### src/rtl/hazard_pipe_regs_pkg.sv
// Shared types and constants for the RV32I pipeline-register bank.
// Stage payload structs travel between the F/D/E/M/W registers.
package pipe_pkg;

    localparam int unsigned XLEN      = 32;
    localparam int unsigned REG_IDX_W = 5;

    localparam logic [XLEN-1:0] NOP_INSTR        = 32'h0000_0013;
    localparam logic [XLEN-1:0] RESET_PC_DEFAULT = 32'h0000_0000;

    typedef struct packed {
        logic       RegWrite;
        logic [1:0] ResultSrc;
        logic       MemWrite;
    } ctrl_t;

    typedef struct packed {
        logic [REG_IDX_W-1:0] Rs1;
        logic [REG_IDX_W-1:0] Rs2;
        logic [REG_IDX_W-1:0] Rd;
    } ids_t;

    localparam ctrl_t CTRL_BUBBLE = '{RegWrite: 1'b0, ResultSrc: 2'b00, MemWrite: 1'b0};
    localparam ids_t  IDS_BUBBLE  = '{Rs1: 5'd0, Rs2: 5'd0, Rd: 5'd0};

    typedef struct packed {
        logic [XLEN-1:0] instr;
        logic [XLEN-1:0] pc;
        logic [XLEN-1:0] pc_plus4;
        logic            valid;
    } ifid_t;

    typedef struct packed {
        ids_t            ids;
        ctrl_t           ctrl;
        logic [XLEN-1:0] pc;
        logic            valid;
    } idex_t;

    typedef struct packed {
        logic [REG_IDX_W-1:0] rd;
        ctrl_t                ctrl;
        logic                 valid;
    } exmem_t;

    typedef struct packed {
        logic [REG_IDX_W-1:0] rd;
        logic                 RegWrite;
        logic [1:0]           ResultSrc;
        logic                 valid;
    } memwb_t;

    localparam idex_t IDEX_BUBBLE = '{ids: IDS_BUBBLE, ctrl: CTRL_BUBBLE, pc: 32'd0, valid: 1'b0};
    localparam exmem_t EXMEM_RESET = '{rd: 5'd0, ctrl: CTRL_BUBBLE, valid: 1'b0};
    localparam memwb_t MEMWB_RESET = '{rd: 5'd0, RegWrite: 1'b0, ResultSrc: 2'b00, valid: 1'b0};

endpackage

### src/rtl/hazard_pipe_regs_if.sv
// Hazard-control and pipeline-field bundle of hazard_pipe_regs.
// HAZARD_PERF_CNT_EN adds the CNT_W parameter and the perf-counter outputs.
interface hazard_pipe_regs_if
`ifdef HAZARD_PERF_CNT_EN
    #(parameter int unsigned CNT_W = 32)
`endif
    ;

    logic        StallF;
    logic        StallD;
    logic        FlushD;
    logic        FlushE;
    logic [31:0] PCNextF;
    logic [31:0] InstrF;
    logic [31:0] PCPlus4F;
    logic        RegWriteD;
    logic [1:0]  ResultSrcD;
    logic        MemWriteD;

    logic [31:0] PCF;
    logic [31:0] InstrD;
    logic [31:0] PCD;
    logic [31:0] PCPlus4D;
    logic [4:0]  Rs1D;
    logic [4:0]  Rs2D;
    logic [4:0]  RdD;
    logic [4:0]  Rs1E;
    logic [4:0]  Rs2E;
    logic [4:0]  RdE;
    logic [31:0] PCE;
    logic        RegWriteE;
    logic        MemWriteE;
    logic        ResultSrcE0;
    logic [4:0]  RdM;
    logic        RegWriteM;
    logic        MemWriteM;
    logic [1:0]  ResultSrcM;
    logic [4:0]  RdW;
    logic        RegWriteW;
    logic [1:0]  ResultSrcW;
    logic        ValidD;
    logic        ValidE;
    logic        ValidM;
    logic        ValidW;
`ifdef HAZARD_PERF_CNT_EN
    logic [CNT_W-1:0] StallCnt;
    logic [CNT_W-1:0] FlushCnt;
    logic [CNT_W-1:0] RetireCnt;
`endif

    // Hazard unit / fetch / decode side
    modport master (
        output StallF, StallD, FlushD, FlushE,
        output PCNextF, InstrF, PCPlus4F,
        output RegWriteD, ResultSrcD, MemWriteD,
        input  PCF, InstrD, PCD, PCPlus4D, Rs1D, Rs2D, RdD,
        input  Rs1E, Rs2E, RdE, PCE, RegWriteE, MemWriteE, ResultSrcE0,
        input  RdM, RegWriteM, MemWriteM, ResultSrcM,
        input  RdW, RegWriteW, ResultSrcW,
        input  ValidD, ValidE, ValidM, ValidW
`ifdef HAZARD_PERF_CNT_EN
        , input StallCnt, FlushCnt, RetireCnt
`endif
    );

    // Pipeline-register bank side
    modport slave (
        input  StallF, StallD, FlushD, FlushE,
        input  PCNextF, InstrF, PCPlus4F,
        input  RegWriteD, ResultSrcD, MemWriteD,
        output PCF, InstrD, PCD, PCPlus4D, Rs1D, Rs2D, RdD,
        output Rs1E, Rs2E, RdE, PCE, RegWriteE, MemWriteE, ResultSrcE0,
        output RdM, RegWriteM, MemWriteM, ResultSrcM,
        output RdW, RegWriteW, ResultSrcW,
        output ValidD, ValidE, ValidM, ValidW
`ifdef HAZARD_PERF_CNT_EN
        , output StallCnt, FlushCnt, RetireCnt
`endif
    );

endinterface

### src/rtl/hazard_pipe_regs_reg.sv
// Generic stage register: synchronous reset, clear-to-reset-value, hold when not enabled.
// Priority rst > clr > hold > load.
module pipe_reg_en_clr #(
    parameter int unsigned    W       = 32,
    parameter logic [W-1:0]   RST_VAL = '0
) (
    input  logic         clk,
    input  logic         rst,
    input  logic         en,
    input  logic         clr,
    input  logic [W-1:0] d,
    output logic [W-1:0] q
);

    always_ff @(posedge clk) begin
        if (rst) begin
            q <= RST_VAL;
        end else if (clr) begin
            q <= RST_VAL;
        end else if (en) begin
            q <= d;
        end
    end

endmodule

### src/rtl/hazard_pipe_regs.sv
// PC/IF-ID/ID-EX/EX-MEM/MEM-WB register bank of the 5-stage RV32I core.
// Optional perf counters enabled by defining HAZARD_PERF_CNT_EN.
module hazard_pipe_regs #(
    parameter logic [31:0] RESET_PC  = pipe_pkg::RESET_PC_DEFAULT,
    parameter logic [31:0] NOP_INSTR = pipe_pkg::NOP_INSTR
`ifdef HAZARD_PERF_CNT_EN
    , parameter int unsigned CNT_W = 32
`endif
) (
    input  logic             clk,
    input  logic             rst,
    hazard_pipe_regs_if.slave bus
);
    import pipe_pkg::*;

    localparam int unsigned IFID_W  = $bits(ifid_t);
    localparam int unsigned IDEX_W  = $bits(idex_t);
    localparam int unsigned EXMEM_W = $bits(exmem_t);
    localparam int unsigned MEMWB_W = $bits(memwb_t);

    // A flushed IF/ID slot looks exactly like the reset slot: NOP, zero PCs, invalid.
    localparam ifid_t IFID_RESET = '{instr: NOP_INSTR, pc: 32'd0, pc_plus4: 32'd0, valid: 1'b0};

    logic [31:0] pc_f;
    ifid_t       ifid_d, ifid_q;
    idex_t       idex_d, idex_q;
    exmem_t      exmem_d, exmem_q;
    memwb_t      memwb_d, memwb_q;

    always_comb begin
        ifid_d          = IFID_RESET;
        ifid_d.instr    = bus.InstrF;
        ifid_d.pc       = pc_f;
        ifid_d.pc_plus4 = bus.PCPlus4F;
        ifid_d.valid    = 1'b1;
    end

    // Register indices come straight from the instruction fields held in IF/ID
    always_comb begin
        idex_d                = IDEX_BUBBLE;
        idex_d.ids.Rs1        = ifid_q.instr[19:15];
        idex_d.ids.Rs2        = ifid_q.instr[24:20];
        idex_d.ids.Rd         = ifid_q.instr[11:7];
        idex_d.ctrl.RegWrite  = bus.RegWriteD;
        idex_d.ctrl.ResultSrc = bus.ResultSrcD;
        idex_d.ctrl.MemWrite  = bus.MemWriteD;
        idex_d.pc             = ifid_q.pc;
        idex_d.valid          = ifid_q.valid;
    end

    always_comb begin
        exmem_d       = EXMEM_RESET;
        exmem_d.rd    = idex_q.ids.Rd;
        exmem_d.ctrl  = idex_q.ctrl;
        exmem_d.valid = idex_q.valid;
    end

    always_comb begin
        memwb_d           = MEMWB_RESET;
        memwb_d.rd        = exmem_q.rd;
        memwb_d.RegWrite  = exmem_q.ctrl.RegWrite;
        memwb_d.ResultSrc = exmem_q.ctrl.ResultSrc;
        memwb_d.valid     = exmem_q.valid;
    end

    pipe_reg_en_clr #(.W(32), .RST_VAL(RESET_PC)) u_pc_f (
        .clk (clk),
        .rst (rst),
        .en  (~bus.StallF),
        .clr (1'b0),
        .d   (bus.PCNextF),
        .q   (pc_f)
    );

    pipe_reg_en_clr #(.W(IFID_W), .RST_VAL(IFID_RESET)) u_ifid (
        .clk (clk),
        .rst (rst),
        .en  (~bus.StallD),
        .clr (bus.FlushD),
        .d   (ifid_d),
        .q   (ifid_q)
    );

    // ID/EX never holds; a flush injects a bubble with no write enables
    pipe_reg_en_clr #(.W(IDEX_W), .RST_VAL(IDEX_BUBBLE)) u_idex (
        .clk (clk),
        .rst (rst),
        .en  (1'b1),
        .clr (bus.FlushE),
        .d   (idex_d),
        .q   (idex_q)
    );

    pipe_reg_en_clr #(.W(EXMEM_W), .RST_VAL(EXMEM_RESET)) u_exmem (
        .clk (clk),
        .rst (rst),
        .en  (1'b1),
        .clr (1'b0),
        .d   (exmem_d),
        .q   (exmem_q)
    );

    pipe_reg_en_clr #(.W(MEMWB_W), .RST_VAL(MEMWB_RESET)) u_memwb (
        .clk (clk),
        .rst (rst),
        .en  (1'b1),
        .clr (1'b0),
        .d   (memwb_d),
        .q   (memwb_q)
    );

    assign bus.PCF      = pc_f;
    assign bus.InstrD   = ifid_q.instr;
    assign bus.PCD      = ifid_q.pc;
    assign bus.PCPlus4D = ifid_q.pc_plus4;
    assign bus.ValidD   = ifid_q.valid;
    assign bus.Rs1D     = ifid_q.instr[19:15];
    assign bus.Rs2D     = ifid_q.instr[24:20];
    assign bus.RdD      = ifid_q.instr[11:7];

    assign bus.Rs1E        = idex_q.ids.Rs1;
    assign bus.Rs2E        = idex_q.ids.Rs2;
    assign bus.RdE         = idex_q.ids.Rd;
    assign bus.PCE         = idex_q.pc;
    assign bus.RegWriteE   = idex_q.ctrl.RegWrite;
    assign bus.MemWriteE   = idex_q.ctrl.MemWrite;
    assign bus.ResultSrcE0 = idex_q.ctrl.ResultSrc[0];
    assign bus.ValidE      = idex_q.valid;

    assign bus.RdM        = exmem_q.rd;
    assign bus.RegWriteM  = exmem_q.ctrl.RegWrite;
    assign bus.MemWriteM  = exmem_q.ctrl.MemWrite;
    assign bus.ResultSrcM = exmem_q.ctrl.ResultSrc;
    assign bus.ValidM     = exmem_q.valid;

    assign bus.RdW        = memwb_q.rd;
    assign bus.RegWriteW  = memwb_q.RegWrite;
    assign bus.ResultSrcW = memwb_q.ResultSrc;
    assign bus.ValidW     = memwb_q.valid;

`ifdef HAZARD_PERF_CNT_EN
    logic [CNT_W-1:0] stall_cnt;
    logic [CNT_W-1:0] flush_cnt;
    logic [CNT_W-1:0] retire_cnt;

    // A load-use stall also raises FlushE; count it only as a stall
    always_ff @(posedge clk) begin
        if (rst) begin
            stall_cnt  <= '0;
            flush_cnt  <= '0;
            retire_cnt <= '0;
        end else begin
            if (bus.StallD) begin
                stall_cnt <= stall_cnt + CNT_W'(1);
            end
            if (bus.FlushE && !bus.StallD) begin
                flush_cnt <= flush_cnt + CNT_W'(1);
            end
            if (memwb_q.valid) begin
                retire_cnt <= retire_cnt + CNT_W'(1);
            end
        end
    end

    assign bus.StallCnt  = stall_cnt;
    assign bus.FlushCnt  = flush_cnt;
    assign bus.RetireCnt = retire_cnt;
`endif

endmodule

### src/flat_wrapper.sv
// flat-port wrapper written by rule: the top's interface ports become plain ports
module hazard_pipe_regs_flat import pipe_pkg::*;
#(
    parameter logic [31:0] RESET_PC  = pipe_pkg::RESET_PC_DEFAULT,
    parameter logic [31:0] NOP_INSTR = pipe_pkg::NOP_INSTR

)
  (clk, rst, bus_StallF, bus_StallD, bus_FlushD, bus_FlushE, bus_PCNextF, bus_InstrF, bus_PCPlus4F, bus_RegWriteD, bus_ResultSrcD, bus_MemWriteD, bus_PCF, bus_InstrD, bus_PCD, bus_PCPlus4D, bus_Rs1D, bus_Rs2D, bus_RdD, bus_Rs1E, bus_Rs2E, bus_RdE, bus_PCE, bus_RegWriteE, bus_MemWriteE, bus_ResultSrcE0, bus_RdM, bus_RegWriteM, bus_MemWriteM, bus_ResultSrcM, bus_RdW, bus_RegWriteW, bus_ResultSrcW, bus_ValidD, bus_ValidE, bus_ValidM, bus_ValidW);
  hazard_pipe_regs_if bus_i ();
  input  logic clk;
  input  logic rst;
  input wire logic [$bits(bus_i.StallF)-1:0] bus_StallF;
  input wire logic [$bits(bus_i.StallD)-1:0] bus_StallD;
  input wire logic [$bits(bus_i.FlushD)-1:0] bus_FlushD;
  input wire logic [$bits(bus_i.FlushE)-1:0] bus_FlushE;
  input wire logic [$bits(bus_i.PCNextF)-1:0] bus_PCNextF;
  input wire logic [$bits(bus_i.InstrF)-1:0] bus_InstrF;
  input wire logic [$bits(bus_i.PCPlus4F)-1:0] bus_PCPlus4F;
  input wire logic [$bits(bus_i.RegWriteD)-1:0] bus_RegWriteD;
  input wire logic [$bits(bus_i.ResultSrcD)-1:0] bus_ResultSrcD;
  input wire logic [$bits(bus_i.MemWriteD)-1:0] bus_MemWriteD;
  output wire logic [$bits(bus_i.PCF)-1:0] bus_PCF;
  output wire logic [$bits(bus_i.InstrD)-1:0] bus_InstrD;
  output wire logic [$bits(bus_i.PCD)-1:0] bus_PCD;
  output wire logic [$bits(bus_i.PCPlus4D)-1:0] bus_PCPlus4D;
  output wire logic [$bits(bus_i.Rs1D)-1:0] bus_Rs1D;
  output wire logic [$bits(bus_i.Rs2D)-1:0] bus_Rs2D;
  output wire logic [$bits(bus_i.RdD)-1:0] bus_RdD;
  output wire logic [$bits(bus_i.Rs1E)-1:0] bus_Rs1E;
  output wire logic [$bits(bus_i.Rs2E)-1:0] bus_Rs2E;
  output wire logic [$bits(bus_i.RdE)-1:0] bus_RdE;
  output wire logic [$bits(bus_i.PCE)-1:0] bus_PCE;
  output wire logic [$bits(bus_i.RegWriteE)-1:0] bus_RegWriteE;
  output wire logic [$bits(bus_i.MemWriteE)-1:0] bus_MemWriteE;
  output wire logic [$bits(bus_i.ResultSrcE0)-1:0] bus_ResultSrcE0;
  output wire logic [$bits(bus_i.RdM)-1:0] bus_RdM;
  output wire logic [$bits(bus_i.RegWriteM)-1:0] bus_RegWriteM;
  output wire logic [$bits(bus_i.MemWriteM)-1:0] bus_MemWriteM;
  output wire logic [$bits(bus_i.ResultSrcM)-1:0] bus_ResultSrcM;
  output wire logic [$bits(bus_i.RdW)-1:0] bus_RdW;
  output wire logic [$bits(bus_i.RegWriteW)-1:0] bus_RegWriteW;
  output wire logic [$bits(bus_i.ResultSrcW)-1:0] bus_ResultSrcW;
  output wire logic [$bits(bus_i.ValidD)-1:0] bus_ValidD;
  output wire logic [$bits(bus_i.ValidE)-1:0] bus_ValidE;
  output wire logic [$bits(bus_i.ValidM)-1:0] bus_ValidM;
  output wire logic [$bits(bus_i.ValidW)-1:0] bus_ValidW;
  assign bus_i.StallF = bus_StallF;
  assign bus_i.StallD = bus_StallD;
  assign bus_i.FlushD = bus_FlushD;
  assign bus_i.FlushE = bus_FlushE;
  assign bus_i.PCNextF = bus_PCNextF;
  assign bus_i.InstrF = bus_InstrF;
  assign bus_i.PCPlus4F = bus_PCPlus4F;
  assign bus_i.RegWriteD = bus_RegWriteD;
  assign bus_i.ResultSrcD = bus_ResultSrcD;
  assign bus_i.MemWriteD = bus_MemWriteD;
  assign bus_PCF = bus_i.PCF;
  assign bus_InstrD = bus_i.InstrD;
  assign bus_PCD = bus_i.PCD;
  assign bus_PCPlus4D = bus_i.PCPlus4D;
  assign bus_Rs1D = bus_i.Rs1D;
  assign bus_Rs2D = bus_i.Rs2D;
  assign bus_RdD = bus_i.RdD;
  assign bus_Rs1E = bus_i.Rs1E;
  assign bus_Rs2E = bus_i.Rs2E;
  assign bus_RdE = bus_i.RdE;
  assign bus_PCE = bus_i.PCE;
  assign bus_RegWriteE = bus_i.RegWriteE;
  assign bus_MemWriteE = bus_i.MemWriteE;
  assign bus_ResultSrcE0 = bus_i.ResultSrcE0;
  assign bus_RdM = bus_i.RdM;
  assign bus_RegWriteM = bus_i.RegWriteM;
  assign bus_MemWriteM = bus_i.MemWriteM;
  assign bus_ResultSrcM = bus_i.ResultSrcM;
  assign bus_RdW = bus_i.RdW;
  assign bus_RegWriteW = bus_i.RegWriteW;
  assign bus_ResultSrcW = bus_i.ResultSrcW;
  assign bus_ValidD = bus_i.ValidD;
  assign bus_ValidE = bus_i.ValidE;
  assign bus_ValidM = bus_i.ValidM;
  assign bus_ValidW = bus_i.ValidW;
  hazard_pipe_regs #(.RESET_PC(RESET_PC), .NOP_INSTR(NOP_INSTR)) u_core (.clk(clk), .rst(rst), .bus(bus_i));
endmodule
### config.mk
export PLATFORM = sky130hd
export DESIGN_NAME = hazard_pipe_regs_flat
export DESIGN_NICKNAME = d
export VERILOG_FILES = /design/src/rtl/hazard_pipe_regs_pkg.sv /design/src/rtl/hazard_pipe_regs_if.sv /design/src/rtl/hazard_pipe_regs_reg.sv /design/src/rtl/hazard_pipe_regs.sv /design/src/flat_wrapper.sv
export SDC_FILE = /design/constraint.sdc
export NUM_CORES = 1
export LEC_CHECK = 0
export ABC_AREA = 1
export ABC_CLOCK_PERIOD_IN_PS = 1950
export CAP_MARGIN = 30
export CORE_ASPECT_RATIO = 0.8
export CORE_MARGIN = 2
export CORE_UTILIZATION = 30
export CTS_BUF_LIST = sky130_fd_sc_hd__clkbuf_4
export CTS_CLUSTER_SIZE = 12
export DETAILED_ROUTE_END_ITERATION = 8
export DONT_BUFFER_PORTS = 1
export PLACE_DENSITY_LB_ADDON = 0.08
export SKIP_LAST_GASP = 1
export SLEW_MARGIN = 20
export SYNTH_ARGS = -nofsm -noshare
export SYNTH_HDL_FRONTEND = slang
export SYNTH_HIERARCHICAL = 1
export SYNTH_SLANG_ARGS = --single-unit
### constraint.sdc
create_clock -name clk -period 1.95 [get_ports clk]
set_input_delay 0.39 -clock clk [delete_from_list [all_inputs] [get_ports clk]]
set_output_delay 0.39 -clock clk [all_outputs]
set_load 0.005 [all_outputs]
Word-level counts from Yosys, hierarchy flattened --
Cells that the tools add are included.
Word-level totals: bits in registers 200, bits of input ports 106, output and inout port bits 214, logic and storage cells 7
Cells by class: reductions and logical operators 2
Operators by type and width (count):
- OR reduction 2 bit | 2

Logic depth before layout (Yosys ltp) --
Gate-level depths: netlist of run 1.
word-level depth 1, gate-level depth with buffers 6, gate-level depth less buffers 4

Cells and area by module --
Netlist of run 1, hierarchy kept.
By module, submodules not included:
- pipe_reg_en_clr (u_core.u_ifid) | times used 1, cells each 609, area an instance 3937.5 um2, sequential area each 1941.9 um2
- pipe_reg_en_clr (u_core.u_idex) | times used 1, cells each 330, area an instance 2163.3 um2, sequential area each 1041.0 um2
- pipe_reg_en_clr (u_core.u_pc_f) | times used 1, cells each 203, area an instance 1353.8 um2, sequential area each 640.6 um2
- pipe_reg_en_clr (u_core.u_memwb) | times used 1, cells each 57, area an instance 432.9 um2, sequential area each 180.2 um2
- pipe_reg_en_clr (u_core.u_exmem) | times used 1, cells each 63, area an instance 409.1 um2, sequential area each 200.2 um2
- hazard_pipe_regs | times used 1, cells each 19, area an instance 127.6 um2, sequential area each 0.0 um2

Least setup slack after synthesis of run 1 --
OpenSTA, ideal clock, no wires.
path type input -> register, from input bus_StallD, to register u_core.u_ifid.q[4], library setup time 0.113 ns, arrival time 0.915 ns, data required time 1.837 ns, path slack 0.922 ns, stages 6, buffers on the path 2, cells stage by stage inv_1 buf_2 buf_2 nand2_1 nand2_1 nor2_1
RTL lines:
- from (decl) | RTL line flat_wrapper.sv:13 | input wire logic [$bits(bus_i.StallD)-1:0] bus_StallD;
- to (signal assigned) | RTL line hazard_pipe_regs_reg.sv:17 | q <= RST_VAL;
- to (signal assigned) | RTL line hazard_pipe_regs_reg.sv:19 | q <= RST_VAL;
- to (signal assigned) | RTL line hazard_pipe_regs_reg.sv:21 | q <= d;
- to (decl) | RTL line hazard_pipe_regs_reg.sv:12 | output logic [W-1:0] q

Worst setup path after layout of run 1 --
from register u_core.u_ifid.q[76], to output bus_RdD[4]
RTL lines:
- to (decl) | RTL line flat_wrapper.sv:28 | output wire logic [$bits(bus_i.RdD)-1:0] bus_RdD;
No word-level cell between the ends.

==> results.py, run 1 <==
metrics = {
    "yosys": {
        "post_synth.cell_area_avg_sq_um": 6.58,
        "synth_cell_types": 17,
        "synth_warnings": 6,
        "synth.yosys.seq_area_share_pct": 47.5,
        "yosys_register_bits": 200,
        "synth_largest_area_cell": "dfxtp_1",
        "synth.area.top_cells": "dfxtp_1 48%, nand2_1 18%, nor2_1 17%, inv_1 8.9%, buf_6 2.7%",
        "syn_area_sq_mm": 0.00842,
        "synthDominantCellAreaShare_pct": 47.5,
        "netlist_instances": 1281,
    },
    "clock_tree": {
        "cts-root-buf": "clkbuf_4",
        "clock-sinks": 200,
        "clock_insertion_delay_worst_skew_ns": 0.57,
        "tritoncts": "built",
        "cts.repair_timing.setup_buffer_count": 0,
        "htree_levels": 4,
        "clk_pin_slew_ns": 0.18,
        "max-clock-path-buffers": 2,
        "number_of_buffers_created_by_cts": 17,
    },
    "final_layout": {
        "fillers": 3042,
        "post-route-cell-area_sq_mm": 0.00980,
        "multi_input_comb_area_sq_mm": 0.00312,
        "finalNetCount": 1450,
        "layout.cells.most_common": "nand2_1",
        "layout-area-overhead-vs-synth_pct": 16.4,
        "ff_latch_area_sq_mm": 0.00400,
        "layout.cells.most_common_list": "398 x nand2_1, 385 x nor2_1, 200 x dfxtp_1, 197 x inv_1, 101 x dlygate4sd3_1",
        "drive_above_1_share_pct": 4.72,
    },
    "power_and_ir_drop": {
        "cellPowerDensity_mw_per_mm2": 772,
        "final_power_mw": 7.57,
        "vdd_ir_drop_max_uv": 314,
        "static-leakage-power_nw": 4.68,
    },
    "worst_setup_path": {
        "worst-path-max-fanout": 4,
        "worst_setup_path_start_kind": "flop",
        "critical_path_start_end_classification": "flop to primary output",
        "cp.required_ns": 1.56,
        "critical_path_capture_point_type": "primary output",
        "critical_path_depth": 0,
        "worst-endpoint-arrival_ns": 1.11,
        "r2r_cells": 4,
    },
    "timing": {
        "share_of_the_clock_period_used_by_the_worst_path_pct": 76.7,
        "final.setup.tns_ns": 0,
        "layout_min_cycle_time_ns": 1.50,
        "timing_hold_violations_final": 0,
        "finalClockSkew_ns": 0.0246,
        "clock.fmax_ghz": 0.668,
        "final_number_of_max_transition_violations": 0,
        "grt_setup_unrepaired": "false",
        "final-setup-viol-count": 0,
    },
    "place": {
        "dpl_cell_area_sq_mm": 0.00851,
        "hpwlAfterDp_um": 15400,
        "routabilityCongestion": 0.725,
        "number_of_port_buffers": 0,
    },
    "floorplanning": {
        "die-area_sq_mm": 0.0294,
        "ios": 320,
        "floorplan.die.width_um": 191,
        "die_height_um": 154,
        "initial_utilization_pct": 30.7,
        "design.core.area_sq_mm": 0.0274,
        "std_cell_rows": 54,
    },
    "hold_path": {
        "hold-path-cell-count": 3,
        "holdCritPathClass": "input port to flop",
    },
    "global_route": {
        "total_global_route_track_usage_pct": 15.6,
        "first_global_vias": 6675,
        "grt_first_pass_wirelength_um": 36300,
        "grt_antenna_before_repair": 1,
        "grt.overflow.total": 0,
        "grt_start_max_net_pins": 105,
    },
    "run_status": {
        "result_of_the_run": "complete, no violations",
    },
    "detailed_routing": {
        "drt_wl_total_um": 22800,
        "num_vias": 6948,
        "route.detailed.wl_per_inst_um": 13.2,
        "firstDrtPassIters": 4,
        "drc": 0,
        "ant_nets": 0,
        "drt-vias-per-instance": 4.03,
        "drtIter0Drc": 267,
    },
    "run": {
        "timing.max_cap.violations": 0,
    },
}
-- metal layers --
layer / track usage, % / share of wire, % / vias up
met2: 25.1 / 44 / 193
met3: 7.58 / 11 / 14
met4: 3.77 / 1.1 / 0
li1: - / - / 3725
met5: 0 / 0 / -
met1: 18.5 / 44 / 3016
-- through the flow --
step                util, %  hold WS, ns  cells  worst slack (ns)
floorplan                 -        0.451   1287             0.922
global placement       31.0        0.475   1588             0.664
detailed placement     31.0        0.480   1588             0.662
CTS                    35.7       0.0671   1721             0.371
global route           35.7       0.0872   1723             0.332
finish                 35.7        0.129   1723             0.454
-- repair_timing --
item / in CTS / in global routing
hold endpoints to repair: 119 / 0
endpoints found under the setup margin: 0 / 0
gates resized for setup: 0 / 0
hold buffers: 101 / 0
-- area by class of cell --
class                   instances  share of cell area, %
flip-flops and latches        200                   40.8
multi-input cells             810                   31.9
repair buffers                115                   12.0
inverters                     200                   7.71
well taps                     364                   4.65
clock inverters                14                   1.51
clock buffers                  18                   1.38
diodes                          2                 0.0510
-- path summary, 6_finish.rpt --
check	slack (ns)	to	startpoint
worst max-delay path	0.45	bus_RdD[4]	u_core/u_ifid/q[76]$_SDFFE_PP0P_
worst min-delay path	0.13	u_core/u_ifid/q[66]$_SDFFE_PP1P_	bus_StallD
worst max register to register	1.10	u_core/u_idex/q[41]$_SDFFE_PP0P_	u_core/u_ifid/q[76]$_SDFFE_PP0P_
worst min register to register	0.50	u_core/u_ifid/q[65]$_SDFFE_PP1P_	u_core/u_ifid/q[65]$_SDFFE_PP1P_
-- where the power goes --
part / total [mW] / switching [mW] / internal (mW)
combinational: 0.867 / 0.483 / 0.384
clock: 2.27 / 1.48 / 0.791
sequential: 4.43 / 0.176 / 4.25
-- cells in the mapped netlist --
| cell | count |
|---|---|
| dfxtp_1 | 200 |
| buf_2 | 37 |
| nand2_4 | 1 |
| nor2_2 | 9 |
| nor2_4 | 4 |
| inv_1 | 199 |
| nand3_1 | 3 |
| nand2_2 | 1 |
| conb_1 | 2 |
| clkbuf_1 | 1 |
| nor2_1 | 385 |
| nor2_8 | 1 |
| buf_6 | 20 |
| nand2_1 | 398 |
| buf_12 | 1 |
| inv_2 | 1 |
| buf_4 | 18 |
-- sequential cells by signal, summed over array words and instances (netlist names) --
register and count:
u_core/u_memwb/q 9, u_core/u_ifid/q 97, u_core/u_idex/q 52, u_core/u_pc_f/q 32, u_core/u_exmem/q 10
-- logic make-up after synthesis --
family        synth area share (%)
flops                         47.5
simple gates                  36.7
other cells                 0.0891
buf+inv                       15.7
Power figures use the tool's default switching activity.
==> run 2: changes to the inputs <==
--- a/config.mk
+++ b/config.mk
@@ -6,7 +6,7 @@
 export NUM_CORES = 1
 export LEC_CHECK = 0
 export ABC_AREA = 1
-export ABC_CLOCK_PERIOD_IN_PS = 1950
+export ABC_CLOCK_PERIOD_IN_PS = 1500
 export CAP_MARGIN = 30
 export CORE_ASPECT_RATIO = 0.8
 export CORE_MARGIN = 2
==> constraint.sdc (replaced) <==
create_clock -name clk -period 1.5 [get_ports clk]
set_input_delay 0.3 -clock clk [delete_from_list [all_inputs] [get_ports clk]]
set_output_delay 0.3 -clock clk [all_outputs]
set_load 0.005 [all_outputs]
==> run 2 against run 1 <==
Via count rose by 2.5%. Combinational power rose by 41%. Setup slack worse by 0.38 ns. Cell count rose by 2.7%.
==> results.py, run 2 (synthesis gave the netlist of run 1 again) <==
metrics = {
    "floorplanning": {
        "ios": 320,
        "die-area_sq_mm": 0.0294,
        "die_height_um": 154,
        "floorplan.die.width_um": 191,
        "std_cell_rows": 54,
        "initial_utilization_pct": 30.7,
        "design.core.area_sq_mm": 0.0274,
    },
    "global_route": {
        "grt_first_pass_wirelength_um": 36900,
        "grt.overflow.total": 0,
        "total_global_route_track_usage_pct": 15.9,
        "grt_start_max_net_pins": 105,
        "grt_antenna_before_repair": 1,
        "first_global_vias": 6891,
    },
    "clock_tree": {
        "clock-sinks": 200,
        "cts-root-buf": "clkbuf_4",
        "tritoncts": "built",
        "clk_pin_slew_ns": 0.18,
        "number_of_buffers_created_by_cts": 17,
        "max-clock-path-buffers": 2,
        "clock_insertion_delay_worst_skew_ns": 0.59,
        "cts.repair_timing.setup_buffer_count": 0,
        "htree_levels": 4,
    },
    "power_and_ir_drop": {
        "vdd_ir_drop_max_uv": 401,
        "cellPowerDensity_mw_per_mm2": 966,
        "static-leakage-power_nw": 4.81,
        "final_power_mw": 9.94,
    },
    "detailed_routing": {
        "firstDrtPassIters": 6,
        "drc": 0,
        "ant_nets": 0,
        "drtIter0Drc": 298,
        "drt-vias-per-instance": 4.02,
        "num_vias": 7119,
        "route.detailed.wl_per_inst_um": 13.2,
        "drt_wl_total_um": 23400,
    },
    "final_layout": {
        "layout.cells.most_common_list": "398 x nand2_1, 385 x nor2_1, 199 x dfxtp_1, 197 x inv_1, 150 x dlygate4sd3_1",
        "post-route-cell-area_sq_mm": 0.0103,
        "registers_with_the_most_flip_flops": "u_core/u_ifid/q: 97 flops, u_core/u_idex/q: 52 flops, u_core/u_pc_f/q: 32 flops",
        "layout.cells.most_common": "nand2_1",
        "layout-area-overhead-vs-synth_pct": 22.2,
        "finalNetCount": 1497,
        "flip_flop_count_of_the_largest_register_all_copies_and_words_added": 97,
        "final_core_utilization_pct": 37.5,
        "drive_above_1_share_pct": 4.34,
        "finalNonFillerCells": 1770,
        "largest_register": "u_core/u_ifid/q",
    },
    "place": {
        "dpl.cell_count": 1586,
        "hpwlAfterDp_um": 15500,
        "dpl_cell_area_sq_mm": 0.00850,
        "routabilityCongestion": 0.738,
        "number_of_port_buffers": 0,
    },
    "timing": {
        "layout_min_cycle_time_ns": 1.43,
        "share_of_the_clock_period_used_by_the_worst_path_pct": 95.1,
        "final-setup-viol-count": 0,
        "grt_setup_unrepaired": "false",
        "final.setup.tns_ns": 0,
        "final_number_of_max_transition_violations": 0,
        "finalClockSkew_ns": 0.0234,
        "clock.fmax_ghz": 0.701,
        "timing_hold_violations_final": 0,
    },
    "hold_path": {
        "holdCritPathClass": "input port to flop",
        "hold_path_end": "u_core/u_ifid/q[78]$_SDFFE_PP0P_",
        "hold-path-cell-count": 4,
        "min-delay-start": "bus_FlushD",
    },
    "worst_setup_path": {
        "crit-reg2reg-launch": "u_core/u_ifid/q[80]$_SDFFE_PP0P_",
        "critical_path_capture_point_type": "flop",
        "rr_endpoint": "u_core/u_idex/q[47]$_SDFFE_PP0P_",
        "cp.required_ns": 2.02,
        "ff2ff_setup_slack_ns": 0.17,
        "worst-path-max-fanout": 26,
        "worst-endpoint-arrival_ns": 1.95,
        "worst_setup_path_start_kind": "input port",
        "critical_path_start_end_classification": "input port to flop",
        "r2r_cells": 5,
    },
    "run_status": {
        "result_of_the_run": "complete, no violations",
    },
    "run": {
        "timing.max_cap.violations": 0,
    },
}
## run 2: timing repair
item | in CTS | in global routing
endpoints found under the hold margin | 141 | 0
hold buffers | 150 | 0
setup endpoints to repair | 2 | 0
gates resized for setup | 1 | 0
## run 2: final cells by class
class / instances / area (sq um)
Timing Repair Buffer: 162 / 1670
Multi-Input combinational cell: 810 / 3120
Fill cell: 3026 / 17100
Clock buffer: 18 / 135
Sequential cell: 200 / 4010
Tap cell: 364 / 455
Antenna cell: 2 / 5.00
Inverter: 200 / 756
Clock inverter: 14 / 145
## run 2: metrics by stage
stage / setup slack (ns) / hold slack, ns
after floorplan: 0.562 / 0.426
after global placement: 0.406 / 0.434
after detailed placement: 0.400 / 0.434
after CTS: 0.0168 / 0.0378
after global routing: 0.00703 / 0.0439
final: 0.0728 / 0.0957
## run 2: metal layers
metal	part of all wire (%)	GRT usage (%)	routed length [um]	vias to the layer above
met2	44	25.8	10400	185
met1	44	18.5	10200	3100
met5	0	0	0	-
li1	-	-	-	3817
met3	11	7.90	2540	17
met4	1.1	4.21	269	0
## run 2: critical path, cell delays in order
cell,delay [ns]
dlygate4sd3_1,0.58
nor2_4,0.15
buf_12,0.19
nand2_1,0.07
dlygate4sd3_1,0.55
nor2_1,0.09
## run 2: worst max-delay path by stage
stage	from	to	depth (start not counted)
after detailed placement	bus_StallD	u_core/u_ifid/q[67]$_SDFFE_PP0P_	5
after global placement	bus_StallD	u_core/u_ifid/q[55]$_SDFFE_PP0P_	5
final	bus_FlushE	u_core/u_idex/q[33]$_SDFFE_PP0P_	6
after CTS	u_core/u_ifid/q[83]$_SDFFE_PP0P_	bus_InstrD[18]	0
after global routing	u_core/u_ifid/q[80]$_SDFFE_PP0P_	bus_InstrD[15]	0
after floorplan	bus_StallD	u_core/u_ifid/q[4]$_SDFFE_PP0P_	6
## run 2: where the power goes
| group | leakage, nW | internal, mW | total, mW | switching (mW) |
|---|---|---|---|---|
| registers | 1.63 | 5.52 | 5.75 | 0.228 |
| logic | 3.02 | 0.576 | 1.22 | 0.641 |
| clock network | 0.151 | 1.02 | 2.97 | 1.94 |
